--- config.mk ---
export PLATFORM = sky130hd
export DESIGN_NAME = axi_slice_stream_arbiter
export DESIGN_NICKNAME = d
export VERILOG_FILES = /design/src/rtl/axi_slice_stream_arbiter_pkg.sv /design/src/rtl/axi_slice_stream_arbiter_rr_prio.sv /design/src/rtl/axi_slice_stream_arbiter.sv
export SDC_FILE = /design/constraint.sdc
export NUM_CORES = 1
export LEC_CHECK = 0
export ABC_AREA = 1
export CAP_MARGIN = 40
export CORE_AREA = 2 2 133 135
export CTS_BUF_LIST = sky130_fd_sc_hd__clkbuf_8
export CTS_CLUSTER_DIAMETER = 80
export DETAILED_ROUTE_END_ITERATION = 16
export DIE_AREA = 0 0 135 137
export SLEW_MARGIN = 20
export SYNTH_ARGS = -nofsm -noshare
export SYNTH_HDL_FRONTEND = slang
export SYNTH_SLANG_ARGS = --single-unit
--- constraint.sdc ---
create_clock -name clk_i -period 4.6 [get_ports clk_i]
set_input_delay 0.92 -clock clk_i [delete_from_list [all_inputs] [get_ports clk_i]]
set_output_delay 0.92 -clock clk_i [all_outputs]
set_load 0.02 [all_outputs]
--- src/rtl/axi_slice_stream_arbiter_pkg.sv ---
// Shared types and helpers for the burst-locking round-robin arbiter
// that sits in front of a single-slice valid/ready buffer.
package axi_slice_arb_pkg;

    // Width of a requester index. A single requester still gets one bit,
    // so every index port has a legal, non-zero width.
    function automatic int idx_width(input int n);
        return (n <= 2) ? 1 : $clog2(n);
    endfunction

    // Arbiter lock state: a grant is either free for re-arbitration or
    // pinned to one requester until its burst ends.
    typedef enum logic {
        ARB_UNLOCKED = 1'b0,
        ARB_LOCKED   = 1'b1
    } arb_state_e;

endpackage

--- src/rtl/axi_slice_stream_arbiter_rr_prio.sv ---
// Rotating priority encoder: returns the first asserted request found
// when searching upward from ptr_i and wrapping from NUM_IN-1 back to 0.
// Purely combinational; any_o reports whether any request is present.
module axi_slice_rr_prio
    import axi_slice_arb_pkg::*;
#(
    parameter int NUM_IN = 4,
    parameter int IDX_W  = idx_width(NUM_IN)
) (
    input  logic [NUM_IN-1:0] req_i,
    input  logic [IDX_W-1:0]  ptr_i,
    output logic [IDX_W-1:0]  idx_o,
    output logic              any_o
);

    // Requests padded to the full index range so every index value
    // addresses a real bit; the padding bits are never set.
    localparam int                PAD_N = 1 << IDX_W;
    localparam logic [IDX_W:0]    NUM_W = (IDX_W + 1)'(NUM_IN);

    logic [PAD_N-1:0] reqPad;
    logic [IDX_W:0]   cand;

    assign reqPad = PAD_N'(req_i);

    // Walk the offsets from farthest to nearest so the request closest to
    // the pointer is the one left standing. The candidate carries one extra
    // bit so ptr+offset cannot overflow before the explicit wrap.
    always_comb begin
        idx_o = '0;
        any_o = |req_i;
        cand  = '0;
        for (int k = NUM_IN - 1; k >= 0; k--) begin
            cand = {1'b0, ptr_i} + (IDX_W + 1)'(k);
            if (cand >= NUM_W) begin
                cand = cand - NUM_W;
            end
            if (reqPad[cand[IDX_W-1:0]]) begin
                idx_o = cand[IDX_W-1:0];
            end
        end
    end

endmodule

--- src/rtl/axi_slice_stream_arbiter.sv ---
// Burst-locking round-robin arbiter feeding one shared valid/ready slice.
// A requester that wins keeps the grant until its last beat is accepted,
// so bursts never interleave downstream. The datapath is combinational;
// only the lock, the held selection and the round-robin pointer are stored.
module axi_slice_stream_arbiter
    import axi_slice_arb_pkg::*;
#(
    parameter int NUM_IN     = 4,
    parameter int DATA_WIDTH = 64,
    parameter int IDX_W      = idx_width(NUM_IN)
) (
    input  logic                         clk_i,
    input  logic                         rst_ni,
    input  logic [NUM_IN-1:0]            in_valid_i,
    output logic [NUM_IN-1:0]            in_ready_o,
    input  logic [NUM_IN*DATA_WIDTH-1:0] in_data_i,
    input  logic [NUM_IN-1:0]            in_last_i,
    output logic                         out_valid_o,
    input  logic                         out_ready_i,
    output logic [DATA_WIDTH-1:0]        out_data_o,
    output logic                         out_last_o,
    output logic [IDX_W-1:0]             out_idx_o,
    output logic                         locked_o
);

    localparam int               PAD_N    = 1 << IDX_W;
    localparam logic [IDX_W-1:0] LAST_IDX = IDX_W'(NUM_IN - 1);

    arb_state_e             state_q;
    logic [IDX_W-1:0]       sel_q;
    logic [IDX_W-1:0]       rr_ptr_q;
    logic [IDX_W-1:0]       rr_ptr_d;

    logic [PAD_N-1:0]       validPad;
    logic [IDX_W-1:0]       prioIdx;
    logic                   prioAny;
    logic [IDX_W-1:0]       selIdx;
    logic                   selValid;
    logic [DATA_WIDTH-1:0]  selData;
    logic                   selLast;
    logic                   outValid;
    logic                   handshake;

    // Padded valid vector so the held index can be looked up directly even
    // when NUM_IN is not a power of two.
    assign validPad = PAD_N'(in_valid_i);

    axi_slice_rr_prio #(
        .NUM_IN (NUM_IN),
        .IDX_W  (IDX_W)
    ) u_rr_prio (
        .req_i  (in_valid_i),
        .ptr_i  (rr_ptr_q),
        .idx_o  (prioIdx),
        .any_o  (prioAny)
    );

    // Choose who is offered downstream: the held requester while locked,
    // otherwise the round-robin winner. A locked requester that drops valid
    // simply produces no offer; nobody else is allowed in mid-burst.
    always_comb begin
        selIdx   = prioIdx;
        selValid = prioAny;
        if (state_q == ARB_LOCKED) begin
            selIdx   = sel_q;
            selValid = validPad[sel_q];
        end
    end

    // Payload mux. Defaults keep the outputs X-free when nothing is offered.
    always_comb begin
        selData = '0;
        selLast = 1'b0;
        for (int i = 0; i < NUM_IN; i++) begin
            if (selIdx == IDX_W'(i)) begin
                selData = in_data_i[i*DATA_WIDTH +: DATA_WIDTH];
                selLast = in_last_i[i];
            end
        end
    end

    // The handshake is only visible while out of reset, so upstream and the
    // slice see a quiet interface during the reset cycle(s).
    assign outValid  = rst_ni & selValid;
    assign handshake = outValid & out_ready_i;

    // Ready is steered back to the selected requester only.
    always_comb begin
        in_ready_o = '0;
        for (int i = 0; i < NUM_IN; i++) begin
            in_ready_o[i] = out_ready_i & outValid & (selIdx == IDX_W'(i));
        end
    end

    // Next round-robin start: one past the requester finishing its burst,
    // wrapping explicitly so non-power-of-two counts stay in range.
    assign rr_ptr_d = (selIdx == LAST_IDX) ? '0 : selIdx + IDX_W'(1);

    // Lock FSM. An offer that is not completed by a last-beat handshake pins
    // the selection, which also keeps a stalled single beat stable. The
    // pointer only moves when a burst finishes.
    always_ff @(posedge clk_i) begin
        if (!rst_ni) begin
            state_q  <= ARB_UNLOCKED;
            sel_q    <= '0;
            rr_ptr_q <= '0;
        end else begin
            case (state_q)
                ARB_UNLOCKED: begin
                    if (selValid) begin
                        if (handshake && selLast) begin
                            rr_ptr_q <= rr_ptr_d;
                        end else begin
                            state_q <= ARB_LOCKED;
                            sel_q   <= selIdx;
                        end
                    end
                end
                ARB_LOCKED: begin
                    if (handshake && selLast) begin
                        state_q  <= ARB_UNLOCKED;
                        rr_ptr_q <= rr_ptr_d;
                    end
                end
                default: begin
                    state_q <= ARB_UNLOCKED;
                end
            endcase
        end
    end

    // Output assignments; the lock indication is masked while in reset.
    assign out_valid_o = outValid;
    assign out_data_o  = selData;
    assign out_last_o  = selLast;
    assign out_idx_o   = selIdx;
    assign locked_o    = rst_ni & (state_q == ARB_LOCKED);

endmodule

Yosys cells after proc, flatten, opt, wreduce, memory -nomap -nowiden
Cells that the tools add are included.
W data, S select, Z words.
{"block": "word_totals", "mem_bits_rw": 0, "output_inout_bits": 73, "latchBits": 0, "memories": 0, "ff_bits": 5, "inputBits": 267, "rom_bits": 0}
{"block": "classes", "eq_ne": 4, "shift": 0, "div": 0, "mul": 0, "muxes": 35, "n_addsub": 8, "reduce_logical": 4, "magnitude_cmp": 9, "n_bitwise": 9}
{"cell": "$mux W64", "count": 4}
{"cell": "$mux W2", "count": 12}
{"cell": "$lt A2 B3 Y1 const B", "count": 5}
{"cell": "$mux W1", "count": 12}
{"cell": "$bmux W1 S2", "count": 5}
{"cell": "$ge A3 B3 Y1 const B", "count": 3}
{"cell": "$sub A2 B1 Y2 const B", "count": 4}
{"cell": "$and A1 B1 Y1", "count": 7}
{"cell": "$add A2 B2 Y3 const B", "count": 2}
{"cell": "$eq A2 B2 Y1 const B", "count": 2}
{"cell": "$pmux W2 S2", "count": 1}
{"cell": "$reduce_or A4 Y1", "count": 1}
{"cell": "$add A2 B1 Y3 const B", "count": 1}
{"cell": "$ge A2 B3 Y1 const B", "count": 1}
{"cell": "$reduce_and A3 Y1", "count": 1}
{"cell": "$add A2 B1 Y2 const B", "count": 1}
{"cell": "$eq A2 B1 Y1 const B", "count": 1}
{"cell": "$logic_not A2 Y1", "count": 1}
{"cell": "$ne A2 B2 Y1 const B", "count": 1}
{"cell": "$not A1 Y1", "count": 2}
{"cell": "$pmux W1 S2", "count": 1}
{"cell": "$logic_and A1 B1 Y1", "count": 1}

Logic depth before layout (Yosys ltp)
{"block": "logic_depth", "word_depth": 19, "mapped_depth": 24, "ltp_nobuf": 23}

Hierarchy
From an unflattened synthesis, not the netlist that was laid out.
{"block": "unflattened", "cells_unflattened": 544, "area_unflattened_um2": 2518.7}
{"mod": "axi_slice_stream_arbiter", "instances": 1, "cells_each": 498, "area_per_inst_um2": 2329.7, "seq_area_each_um2": 100.1}
{"mod": "axi_slice_rr_prio", "instances": 1, "cells_each": 46, "area_per_inst_um2": 188.9, "seq_area_each_um2": 0.0}

Worst setup path after synthesis
No wires, ideal clock.
{"block": "synth_path", "path_type": "input to output", "from": "input in_valid_i[3]", "to": "output out_data_o[10]", "setup_slack_ns": 0.605, "arrival_time_ns": 3.075, "stages": 15, "path_cell_list": "inv_1 -> nand2_1 -> and2_4 -> nand2_2 -> nand2_1 -> inv_2 -> nand3_1 -> nand3_2 -> nand2_2 -> inv_1 -> ha_1 -> buf_2 -> buf_2 -> a221oi_1 -> o31ai_1"}
{"block": "synth_via", "elab_chain_cells": 12}
{"item": "start: declaration", "line_no": "axi_slice_stream_arbiter.sv:14", "text": "input logic [NUM_IN-1:0] in_valid_i,"}
{"item": "$bmux W1 S2", "line_no": "axi_slice_stream_arbiter_rr_prio.sv:38", "text": "if (reqPad[cand[IDX_W-1:0]]) begin"}
{"item": "$mux W1 (implied by the code)", "line_no": "axi_slice_stream_arbiter_rr_prio.sv:38"}
{"item": "$mux W2 (3 in a row)", "line_no": "axi_slice_stream_arbiter_rr_prio.sv:38"}
{"item": "$mux W2 *", "line_no": "axi_slice_stream_arbiter_rr_prio.sv:38"}
{"item": "$mux W2 *", "line_no": "axi_slice_stream_arbiter.sv:64", "text": "if (state_q == ARB_LOCKED) begin"}
{"item": "named net out_idx_o[0]", "line_no": "axi_slice_stream_arbiter.sv:22", "text": "output logic [IDX_W-1:0] out_idx_o,"}
{"item": "$logic_not A2 Y1", "line_no": "axi_slice_stream_arbiter.sv:75", "text": "if (selIdx == IDX_W'(i)) begin"}
{"item": "$mux W64 (3 in a row)", "line_no": "axi_slice_stream_arbiter.sv:75"}
{"item": "$mux W64 *", "line_no": "axi_slice_stream_arbiter.sv:75"}
{"item": "end: declaration", "line_no": "axi_slice_stream_arbiter.sv:20", "text": "output logic [DATA_WIDTH-1:0] out_data_o,"}
The timed path passes the listed nets; every way through them passes the cells marked *. The select of a mux whose other input is x is not followed.

Final worst setup path
{"block": "layout_path", "from": "input in_valid_i[3]", "to": "output out_data_o[47]"}
{"block": "layout_via", "elab_chain_cells": 12}
{"item": "$bmux W1 S2", "line_no": "axi_slice_stream_arbiter_rr_prio.sv:38"}
{"item": "$mux W1 (implied by the code)", "line_no": "axi_slice_stream_arbiter_rr_prio.sv:38"}
{"item": "$mux W2 (3 in a row)", "line_no": "axi_slice_stream_arbiter_rr_prio.sv:38"}
{"item": "$mux W2 *", "line_no": "axi_slice_stream_arbiter_rr_prio.sv:38"}
{"item": "$mux W2 *", "line_no": "axi_slice_stream_arbiter.sv:64"}
{"item": "$logic_not A2 Y1", "line_no": "axi_slice_stream_arbiter.sv:75"}
{"item": "$mux W64 (3 in a row)", "line_no": "axi_slice_stream_arbiter.sv:75"}
{"item": "$mux W64 *", "line_no": "axi_slice_stream_arbiter.sv:75"}
Every way passes the cells marked *; elsewhere a longest branch is shown, timed or not. The select of a mux whose other input is x is not followed.

==> summary.md <==
| Metric | Value |
|---|---|
| Power per cell area | `290.2 nW/um^2` |
| Worst EP required | `3.68 ns` |
| PnR worst setup slack | `0.1861 ns` |
| Routed WL per cell | `17.21 um` |
| Root buffer cell | `clkbuf_8` |
| Tcrit/Tclk final | `0.9596` |
| Worst skew pair latency | `0.22 ns` |
| Slew @ Worst Pin | `0.3519 ns` |
| Setup Viol. Count Final | `0` |
| Register area share after synthesis | `0.04255` |
| Clock power share | `0.043` |
| Routed vias | `4510` |
| Vias per cell | `4.560` |
| Largest net degree at the start of global routing | `30` |
| Fin. max-slew vios | `0` |
| Clock buffer count from CTS | `3` |
| Worst VDD drop | `0.1183 mV` |
| Commonest non-fill, non-tap cell in the layout | `clkdlybuf4s50_1` |
| RePlAce Congestion | `0.8840` |
| Lkg Pwr | `2.526 nW` |
| #FFs+latches synth | `5` |
| Layout net count | `1035` |
| Critical path type | `primary input to output pin` |
| Htree depth | `1` |
| CTS max path bufs | `2` |
| Layout cell share with drive strength beyond 1 | `0.1743` |
| Cell Area, Synth | `2352 sq um` |
| Global route overflow | `0` |
| Crit-path max FO | `22` |
| HPWL Detailed | `13820 um` |
| First-pass GRT wire length | `24540 um` |
| Main synth FF type | `dfxtp_1` |
| Boundary Pins | `340` |
| DRC | `0` |
| Core Area | `17060 sq um` |
| Tot GR Track Use | `0.1660` |
| Async SR Flop Fraction | `0` |
| Combinational share of power | `0.925` |
| Die width | `135 um` |
| WL final | `17020 um` |
| Ys Warns | `0` |
| Crit-path most repeated cell | `nand2_1` |
| Tot Pwr | `1.813 mW` |
| Share of power burned in registers | `0.031` |
| CP cell instances | `clkdlybuf4s50_1, inv_1, nand2_1, and2_4, nand2_2, nand2_1, inv_2, nand2_1, nand2_1, nand3_2, nand2_2, inv_1, ha_2, buf_6, buf_4, a221oi_1, o31ai_1, clkdlybuf4s15_1` |
| Layout Skew | `0.002092 ns` |
| TritonCTS clock tree | `done` |
| FP Rows | `48` |
| Hold Buf Count CTS | `0` |
| Place WS | `-0.2887 ns` |
| Max Cap Viol | `0` |
| F_max | `226.6 MHz` |
| RSZ-0062 raised after global routing | `true` |
| Antenna violations before repair | `1` |
| CTS sink cnt | `5` |
| Synth-to-layout area growth | `165.6%` |
| Post-synth EDFFs | `0` |
| Syn nets | `682` |
| Int Pwr | `0.8622 mW` |
| Final Hold Fails | `0` |
| Syn Inst Count | `411` |
| Outcome | `completed` |
| Hold crit path type | `register to register` |
| Avg Cell Area, Syn | `5.723 sq um` |
| CP max stage cell | `clkdlybuf4s50_1` |
| WP data arrival | `3.49 ns` |
| Max stage delay on crit path | `0.48 ns` |
| Initial Util | `0.1379` |
| Port bufs | `339` |
| Clock slew at reported path FFs | `0.04 ns` |
| Vias in the first global route | `4312` |
| Most frequent cells in the layout | `clkdlybuf4s50_1 (271), nand2_1 (94), nor2_1 (79)` |
| Total iterations of the first detailed-routing run | `5` |
| Die area | `18500 sq um` |
| Switching part of the total | `0.5245` |
| Sw power | `0.9509 mW` |
| Initial DRC count | `242` |
| Crit start category | `primary input` |
| Min cycle time layout | `4.414 ns` |
| Crit end category | `output pin` |
| Relative slew slack | `0.7651` |
| Final antenna-violating net count | `0` |
| Cell variety after synth | `30` |
| Die height | `137 um` |
cell families (layout without fill, tap and decap cells):
group / Yosys count / after routing / synth area share
compound gates: 137 / 137 / 0.4660
fa+ha+maj: 4 / 4 / 0.02128
buf+inv: 66 / 418 / 0.1186
flops: 5 / 5 / 0.04255
other cells: 0 / 1 / 0
simple gates: 199 / 199 / 0.3516
Yosys cell counts (2+ instances only):
master    instances  area (sq um)
buf_1             3         11.26
clkbuf_1         22         82.58
nor2_2            3         18.77
nand3_1          11         55.05
ha_1              4         50.05
o21ai_1           2         10.01
a221oi_1         64         560.5
inv_2             4         15.01
nand2_2           4         25.02
buf_2            15         75.07
nor2_1           79         296.5
dfxtp_1           5         100.1
nand2_1          94         352.8
a21oi_1           3         15.01
o31ai_1          64         480.5
nor2_4            2         22.52
inv_1            19         71.32
sequential cells by signal, summed over array words and instances (netlist names):
register,flops
state_q,1
rr_ptr_q,2
sel_q,2
critical path: cells and delay by family:
kind	cells	cell delay [ns]
buffers and inverters	7	1.44
adders and majority gates	1	0.23
and+or+nand+nor	8	0.59
AOI/OAI and AO/OA	2	0.29
worst paths after layout:
check / from / slack, ns / to / depth (start not counted)
setup / recovery: in_valid_i[3] / 0.19 / out_data_o[47] / 18
hold / removal: sel_q[1]$_SDFFE_PN0P_ / 0.55 / sel_q[1]$_SDFFE_PN0P_ / 2
hold reg to reg: sel_q[1]$_SDFFE_PN0P_ / 0.55 / sel_q[1]$_SDFFE_PN0P_ / 2
setup reg to reg: rr_ptr_q[0]$_SDFFE_PN0P_ / 1.68 / rr_ptr_q[0]$_SDFFE_PN0P_ / 22
metal layers:
| layer | global-route usage | wire, um | vias to the layer above |
|---|---|---|---|
| met4 | 0.02141 | 308 | 0 |
| met5 | 0 | 0 | - |
| li1 | - | - | 2220 |
| met3 | 0.02815 | 1516 | 14 |
| met2 | 0.2843 | 7943 | 223 |
| met1 | 0.2241 | 7253 | 2053 |
power by group through the flow:
stage	clock (mW)	sequential, mW	combinational [mW]
after floorplan	0	0.0527	0.850
after global routing	0.0846	0.0574	1.79
after global placement	0	0.0571	1.86
after detailed placement	0	0.0568	1.85
final	0.0787	0.0566	1.68
after CTS	0.0799	0.0563	1.71
timing repair:
item / 4_1_cts / 5_1_grt
endpoints found under the hold margin: 0 / 0
buffers inserted: 0 / 4
resized for setup: 68 / 170
endpoints found under the setup margin: 66 / 67
stage by stage:
step	area, sq um	setup TNS, ns	utilization	hold slack (ns)	std cells
2_1_floorplan	2352	0	-	0.4857	411
3_3_place_gp	6357	-9.653	0.3727	0.5469	980
3_5_place_dp	6357	-11.84	0.3727	0.5423	980
4_1_cts	6330	0	0.3711	0.5597	984
5_1_grt	6248	-0.06915	0.3663	0.5885	989
6_report	6248	0	0.3663	0.5536	989
cell type report:
class                           count  area, sq um
Clock buffer                        3        41.29
Inverter                           24        91.34
Sequential cell                     5        100.1
Tap cell                          225        281.5
Fill cell                        1830        10810
Timing Repair Buffer              390         3697
Antenna cell                        1        2.502
Clock inverter                      1        3.754
Multi-Input combinational cell    340         2031
(Power assumes the default switching activity.)
